--- src/rtl/sem_phase_sched.sv ---
// rtl/sem_phase_sched.sv - traffic-light phase scheduler with internal tick prescaler
module sem_phase_sched #(
  parameter int TICK_DIV = 10,
  parameter int T_GREEN  = 8,
  parameter int T_YELLOW = 2,
  parameter int T_RED    = 6,
  parameter int T_PED    = 5,
  parameter int CNT_W    = 8
) (
  input  logic             clk,
  input  logic             rst,
  input  logic             en,
  input  logic             ped_req,
  output logic             ped_ack,
  output logic             tick,
  output logic [1:0]       phase,
  output logic [CNT_W-1:0] remaining,
  output logic             car_green,
  output logic             car_yellow,
  output logic             car_red,
  output logic             ped_walk
);

  localparam int PS_W = (TICK_DIV > 2) ? $clog2(TICK_DIV) : 1;
  localparam logic [PS_W-1:0]  PS_MAX   = PS_W'(TICK_DIV - 1);
  localparam logic [CNT_W-1:0] R_GREEN  = CNT_W'(T_GREEN - 1);
  localparam logic [CNT_W-1:0] R_YELLOW = CNT_W'(T_YELLOW - 1);
  localparam logic [CNT_W-1:0] R_RED    = CNT_W'(T_RED - 1);
  localparam logic [CNT_W-1:0] R_PED    = CNT_W'(T_PED - 1);

  typedef enum logic [1:0] {
    PH_GREEN  = 2'd0,
    PH_YELLOW = 2'd1,
    PH_RED    = 2'd2,
    PH_WALK   = 2'd3
  } phase_e;

  phase_e           phase_q, phase_d;
  logic [CNT_W-1:0] rem_q, rem_d;
  logic [PS_W-1:0]  ps_q, ps_d;
  logic             pend_q, pend_d;
  logic             ack_q, ack_d;
  logic             tick_w;
  logic             enter_walk;

  always_comb begin
    tick_w     = en && (ps_q == PS_MAX);
    ps_d       = ps_q;
    phase_d    = phase_q;
    rem_d      = rem_q;
    enter_walk = 1'b0;

    if (en) begin
      ps_d = tick_w ? '0 : ps_q + 1'b1;
    end

    // Phases only move on a tick whose countdown has already reached zero.
    if (tick_w) begin
      if (rem_q != '0) begin
        rem_d = rem_q - 1'b1;
      end else begin
        case (phase_q)
          PH_GREEN: begin
            phase_d = PH_YELLOW;
            rem_d   = R_YELLOW;
          end
          PH_YELLOW: begin
            phase_d = PH_RED;
            rem_d   = R_RED;
          end
          PH_RED: begin
            if (pend_q || ped_req) begin
              phase_d    = PH_WALK;
              rem_d      = R_PED;
              enter_walk = 1'b1;
            end else begin
              phase_d = PH_GREEN;
              rem_d   = R_GREEN;
            end
          end
          default: begin
            phase_d = PH_GREEN;
            rem_d   = R_GREEN;
          end
        endcase
      end
    end

    // Entering WALK consumes the pending request even if ped_req is still high.
    pend_d = pend_q | (ped_req && (phase_q != PH_WALK));
    if (enter_walk) begin
      pend_d = 1'b0;
    end
    ack_d = en ? enter_walk : ack_q;
  end

  always_ff @(posedge clk or negedge rst) begin
    if (!rst) begin
      phase_q <= PH_GREEN;
      rem_q   <= R_GREEN;
      ps_q    <= '0;
      pend_q  <= 1'b0;
      ack_q   <= 1'b0;
    end else begin
      phase_q <= phase_d;
      rem_q   <= rem_d;
      ps_q    <= ps_d;
      pend_q  <= pend_d;
      ack_q   <= ack_d;
    end
  end

  assign tick       = tick_w;
  assign phase      = phase_q;
  assign remaining  = rem_q;
  assign ped_ack    = ack_q;
  assign car_green  = (phase_q == PH_GREEN);
  assign car_yellow = (phase_q == PH_YELLOW);
  assign car_red    = (phase_q == PH_RED) || (phase_q == PH_WALK);
  assign ped_walk   = (phase_q == PH_WALK);

endmodule

--- config.mk ---
export PLATFORM = sky130hd
export DESIGN_NAME = sem_phase_sched
export DESIGN_NICKNAME = d
export VERILOG_FILES = /design/src/rtl/sem_phase_sched.sv
export SDC_FILE = /design/constraint.sdc
export NUM_CORES = 1
export LEC_CHECK = 0
export ABC_CLOCK_PERIOD_IN_PS = 2200
export CAP_MARGIN = 30
export CORE_UTILIZATION = 48
export DETAILED_ROUTE_END_ITERATION = 6
export PLACE_DENSITY = 0.75
export SKIP_LAST_GASP = 1
export SLEW_MARGIN = 10
export SYNTH_ARGS = -nofsm -noshare
export SYNTH_HDL_FRONTEND = slang
export SYNTH_SLANG_ARGS = --single-unit
--- constraint.sdc ---
create_clock -name clk -period 2.2 [get_ports clk]
set_clock_uncertainty 0.15 [all_clocks]
set_input_delay 0.44 -clock clk [delete_from_list [all_inputs] [get_ports clk]]
set_output_delay 0.44 -clock clk [all_outputs]
set_load 0.03 [all_outputs]
==> results of run 1 <==
-- final cells by class --
class,count,area (µm²),area share (%)
inverters,8,30.0,2.55
well taps,25,31.3,2.66
repair buffers,24,224,19.0
flip-flops and latches,16,404,34.3
multi-input cells,67,452,38.4
clock buffers,4,36.3,3.08
-- worst min-delay path by stage --
stage	start	endpoint
final	rst	ps_q[1]
after global routing	rst	ps_q[3]
after CTS	rst	ps_q[1]
after detailed placement	remaining[1]	remaining[1]
after global placement	remaining[1]	remaining[1]
after floorplan	rst	ped_ack
-- metrics by stage --
stage / utilization [%] / worst slack (ns)
after CTS: 67.2 / 0.0135
after global placement: 65.3 / -0.0471
after floorplan: - / 0.227
after detailed placement: 65.3 / -0.0736
after global routing: 67.5 / -0.0276
final: 67.5 / 0.0575
-- power groups by stage --
stage / sequential (mW) / combinational [mW] / clock [mW]
after floorplan: 0.638 / 0.351 / 0
after global placement: 0.545 / 0.668 / 0
after detailed placement: 0.548 / 0.678 / 0
after CTS: 0.543 / 0.672 / 0.205
after global routing: 0.561 / 0.745 / 0.217
final: 0.542 / 0.667 / 0.199
-- registers in the layout, summed over array words and instances, names as in the netlist --
register and cells:
ps_q 4, remaining 8, phase 2, pend_q 1
ped_ack 1
-- cell families after synthesis --
logic type	Yosys count	synth area share, %
xor gates and xnor gates	1	0.970
DFF	16	44.7
AOI/OAI and AO/OA	17	11.1
buffers and inverters	11	5.54
muxes	6	7.48
adders and majority gates	4	5.54
and+or+nand+nor	39	24.7
-- per-layer routing --
metal / up-vias / global-route usage, % / wire length, µm / share of wire, %
met4: 0 / 15.2 / 38 / 2.2
li1: 376 / - / - / -
met3: 4 / 2.38 / 59 / 3.4
met2: 15 / 28.3 / 735 / 43
met1: 326 / 26.3 / 884 / 51
met5: - / 0 / 0 / 0
-- cell usage in the layout (no fill, tap or decap), types with 2 or more instances in the layout --
master                            Yosys  final
sky130_fd_sc_hd__a21oi_1              3      3
sky130_fd_sc_hd__a31oi_1              2      2
sky130_fd_sc_hd__buf_4                0      6
sky130_fd_sc_hd__clkbuf_4             0      3
sky130_fd_sc_hd__clkdlybuf4s50_1      0     14
sky130_fd_sc_hd__dfrtp_1             13     13
sky130_fd_sc_hd__dfstp_2              3      3
sky130_fd_sc_hd__dlygate4sd2_1        0      3
sky130_fd_sc_hd__ha_1                 4      3
sky130_fd_sc_hd__inv_1                8      8
sky130_fd_sc_hd__mux2_2               6      6
sky130_fd_sc_hd__nand2_1             13     13
sky130_fd_sc_hd__nand3_1              3      3
sky130_fd_sc_hd__nor2_1               8      8
sky130_fd_sc_hd__nor2b_1              2      2
sky130_fd_sc_hd__nor3_1               3      3
sky130_fd_sc_hd__nor4_1               2      2
sky130_fd_sc_hd__o21ai_0              8      8
==> results.toml, run 1 <==
[floorplanning]
die-height_um = 45.4
floorplan.initialDensity_pct = 51.8
design.portCount = 20
core.rowCount = 15
design.core.area_um2 = 1750
dieWidth_um = 45.4
design.die.area_um2 = 2060

[clock_tree]
cts.repair_timing.setup_buffer_count = 0
post_cts_resized = 3
clock_buffer_count_from_cts = 3
tritoncts = "done"
cts.sink_count = 16
clk_transition_reported_paths_ns = 0.10
clock_tree.buffer_depth = 2
clk_latency_ns = 0.29
clock_tree.root_cell = "sky130_fd_sc_hd__clkbuf_4"
postCtsHoldBufs = 0
cts-htree-levels = 1

[critical_path]
timing.critical_path.to_type = "output port"
crit_path_cell_trace = "clkdlybuf4s50_1"
critPathMaxFanout = 5
crit_arrival_ns = 1.55
timing.critical_path.max_delay_family = "buffers and inverters"
cp.required_ns = 1.61
critPathBufInv = 1
worst_setup_endpoint = "remaining[1]"
rr_startpoint = "ps_q[1]"
depth_of_the_most_critical_reg_to_reg_path = 6
classification_of_the_worst_setup_path = "flip-flop to output port"
r2r_end = "remaining[5]"
r2r_setup_slack_ns = 0.23
crit_slowest_cell = "sky130_fd_sc_hd__clkdlybuf4s50_1"
timing.critical_path.slowest_cell_delay_ns = 0.68
timing.critical_path.depth = 1
startpoint = "remaining[1]"
startpoint_type = "flip-flop"

[place]
gp_routability_congestion = 0.757
portBuffers = 19
instance_area_after_placement_um2 = 1140
place.detailed.instances = 140
hpwl_um = 1260

[flow_run]
max_cap_viol_count = 0

[synth]
synth.largest_area_cell = "sky130_fd_sc_hd__dfrtp_1"
syn-instance-count = 94
async_flop_share_pct = 100
yosys_warnings = 0
post_synth_instance_area_um2 = 903
ys_ff_latch = 16
synth-edff-count = 0
post_synth.cell_area_avg_um2 = 9.61
yosysUniqueCellTypes = 30
synth_area_leaders = "sky130_fd_sc_hd__dfrtp_1 36%, sky130_fd_sc_hd__dfstp_2 8.7%, sky130_fd_sc_hd__mux2_2 7.5%"
synth.top_cells.by_count = "13 x sky130_fd_sc_hd__dfrtp_1, 13 x sky130_fd_sc_hd__nand2_1, 8 x sky130_fd_sc_hd__inv_1, 8 x sky130_fd_sc_hd__nor2_1, 8 x sky130_fd_sc_hd__o21ai_0"
synth_sequential_area_ratio_pct = 44.7
net_count_after_synthesis = 102
ys_dominant_reg_cell = "sky130_fd_sc_hd__dfrtp_1"
yosysTopAreaCellShare_pct = 36.0

[route]
final_antenna_net_count = 0
remaining_drc_errors = 0
via_to_cell_ratio = 5.01
violation_count_after_the_first_detailed_route_iteration = 7
num_vias = 721
routedWlPerCell_um = 11.9
first_pass_iters = 4
wl_um = 1720

[power]
clkPwrFrac_pct = 14.1
worst_ir_drop_vdd_mv = 0.599
internal_power_mw = 0.818
seq_power_share_pct = 38.5
power_per_cell_area_nw_per_um2 = 1200
switching_power_mw = 0.590
p_leak_nw = 0.536
report.power.total_mw = 1.41
switching_share_pct = 41.9
part_of_the_total_power_dissipated_in_combinational_logic_pct = 47.4

[global_route]
grt_start_max_net_pins = 17
grt.total_usage_pct = 19.5
grt_pass1_vias = 649
grt_antenna_before_repair = 0
grt_overflow_total = 0
wire_length_of_the_first_global_routing_pass_um = 2840

[sta]
report.final.hold_viol_count = 0
fmaxAchievable_mhz = 467
period_share_pct = 97.4
min_cycle_time_layout_ns = 2.14
tightestPinTransition_ns = 0.414
final.setup.tns_ns = 0
grt_setup_unrepaired = "true"
timing.final.setup_violations = 0
slew_headroom_pct = 72.2
worst_hold_slack_ns = 0.313
report.final.slew_viol_count = 0

[finish]
finish.net_count = 128
final_design_area_no_fill_um2 = 1180
post_route_cells_drive_above_1_share_pct = 21.0
fillers = 142
final-instance-count-excl-fill = 144
n_antenna_cell = 0
area.growth.synth_to_final_pct = 30.3

[worst_hold_path]
min_path_type = "primary input to async pin"

[status]
run_status = "complete, no violations"
Note: power is estimated with default switching activity, not from simulation.
==> run 2, diff against run 1 <==
--- a/config.mk
+++ b/config.mk
@@ -5,12 +5,12 @@
 export SDC_FILE = /design/constraint.sdc
 export NUM_CORES = 1
 export LEC_CHECK = 0
+export ABC_AREA = 0
 export ABC_CLOCK_PERIOD_IN_PS = 2200
 export CAP_MARGIN = 30
 export CORE_UTILIZATION = 48
 export DETAILED_ROUTE_END_ITERATION = 6
 export PLACE_DENSITY = 0.75
-export SKIP_LAST_GASP = 1
 export SLEW_MARGIN = 10
 export SYNTH_ARGS = -nofsm -noshare
 export SYNTH_HDL_FRONTEND = slang
==> constraint.sdc (replaced) <==
create_clock -name clk -period 2.2 [get_ports clk]
set_clock_uncertainty 0.15 [all_clocks]
set_input_delay 0.66 -clock clk [delete_from_list [all_inputs] [get_ports clk]]
set_output_delay 0.66 -clock clk [all_outputs]
set_load 0.03 [all_outputs]
==> results.toml, run 2 (synthesized netlist as in run 1, its figures left out) <==
[critical_path]
timing.critical_path.to_type = "output port"
classification_of_the_worst_setup_path = "flip-flop to output port"
r2r_setup_slack_ns = 0.20
startpoint = "ped_ack"
startpoint_type = "flip-flop"
crit_path_cell_trace = "clkdlybuf4s50_1"
rr_startpoint = "remaining[0]"
depth_of_the_most_critical_reg_to_reg_path = 6
critPathBufInv = 1
critPathMaxFanout = 2
cp.required_ns = 1.39
crit_arrival_ns = 1.32
timing.critical_path.depth = 1
timing.critical_path.slowest_cell_delay_ns = 0.67
timing.critical_path.max_delay_family = "buffers and inverters"
r2r_end = "remaining[1]"
worst_setup_endpoint = "ped_ack"
crit_slowest_cell = "sky130_fd_sc_hd__clkdlybuf4s50_1"

[sta]
tightestPinTransition_ns = 0.422
slew_headroom_pct = 71.6
report.final.slew_viol_count = 0
worst_hold_slack_ns = 0.381
final.setup.tns_ns = 0
min_cycle_time_layout_ns = 2.13
timing.final.setup_violations = 0
period_share_pct = 96.9
fin_ws_ns = 0.0679
report.final.hold_viol_count = 0
grt_setup_unrepaired = "false"
fmaxAchievable_mhz = 469

[route]
remaining_drc_errors = 0
wl_um = 1890
routedWlPerCell_um = 12.9
violation_count_after_the_first_detailed_route_iteration = 16
num_vias = 750
first_pass_iters = 4
via_to_cell_ratio = 5.14
final_antenna_net_count = 0

[finish]
final_design_area_no_fill_um2 = 1180
postLayoutCoreUtil_pct = 67.7
largest_register_ffs = 8
layout.cells.most_common_list = "13 x sky130_fd_sc_hd__nand2_1, 11 x sky130_fd_sc_hd__dlygate4sd2_1, 11 x sky130_fd_sc_hd__dfrtp_1"
area.growth.synth_to_final_pct = 30.7
final-instance-count-excl-fill = 146
finish.net_count = 130
n_antenna_cell = 0
most_common_library_cell_in_the_layout_ignoring_fill_and_taps = "sky130_fd_sc_hd__nand2_1"
post_route_cells_drive_above_1_share_pct = 25.6

[clock_tree]
cts-htree-levels = 1
clock_tree.root_cell = "sky130_fd_sc_hd__clkbuf_4"
clk_latency_ns = 0.29
cts.sink_count = 16
clock_tree.buffer_depth = 2
clk_transition_reported_paths_ns = 0.10
tritoncts = "done"
clock_buffer_count_from_cts = 3

[worst_hold_path]
hold_depth = 2
min_path_type = "flip-flop to flip-flop"

[floorplanning]
design.core.area_um2 = 1750
design.portCount = 20
floorplan.initialDensity_pct = 51.8
die-height_um = 45.4
core.rowCount = 15
design.die.area_um2 = 2060
dieWidth_um = 45.4

[power]
p_leak_nw = 0.589
worst_ir_drop_vdd_mv = 0.730
power_per_cell_area_nw_per_um2 = 1180
report.power.total_mw = 1.39

[global_route]
grt_pass1_vias = 652
wire_length_of_the_first_global_routing_pass_um = 2990
grt.total_usage_pct = 20.5
grt_antenna_before_repair = 0
grt_start_max_net_pins = 17
grt_overflow_total = 0

[place]
portBuffers = 19
dp_worst_setup_slack_ns = -0.293
gp_routability_congestion = 0.772
place.detailed.instances = 142
instance_area_after_placement_um2 = 1150
hpwl_um = 1330

[flow_run]
max_cap_viol_count = 0

[status]
run_status = "complete, no violations"
[run 2: cell count changes in the layout (fill, tap and decap cells not counted), sizes merged]
cell,before,now
clkbuf,4,6
buf,6,8
dlymetal6s2s,1,2
clkdlybuf4s50,14,3
dlygate4sd2,3,11
[run 2: worst min path at each step]
stage                 start            to  slack (ns)
3_3_place_gp   remaining[1]  remaining[1]        0.36
3_5_place_dp   remaining[1]  remaining[1]        0.36
5_1_grt        remaining[1]  remaining[1]        0.39
6_report       remaining[1]  remaining[1]        0.38
4_1_cts        remaining[1]  remaining[1]        0.38
2_1_floorplan           rst       ped_ack        0.21
[run 2: what timing repair did]
item	in CTS	in global routing
buffers inserted	0	0
hold buffers	0	0
setup endpoints to repair	14	6
resized for setup	14	11
[run 2: routing by layer]
layer | up-vias | global-route usage, % | part of all wire [%]
met5 | - | 0 | 0
met4 | 0 | 10.9 | 2.2
met3 | 5 | 2.38 | 3.5
met2 | 17 | 33.1 | 49
met1 | 347 | 26.6 | 46
li1 | 381 | - | -
[run 2: cell type report]
type / instances / area [µm²]
multi-input cells: 67 / 462
fillers: 159 / 564
repair buffers: 26 / 225
well taps: 25 / 31.3
flip-flops and latches: 16 / 407
inverters: 8 / 30.0
clock buffers: 4 / 26.3
[run 2: report_power, final]
| part | switching [mW] | internal, mW | total [mW] | leakage, nW |
|---|---|---|---|---|
| logic | 0.384 | 0.294 | 0.679 | 0.382 |
| registers | 0.140 | 0.410 | 0.550 | 0.192 |
| clock network | 0.0935 | 0.0706 | 0.164 | 0.0150 |
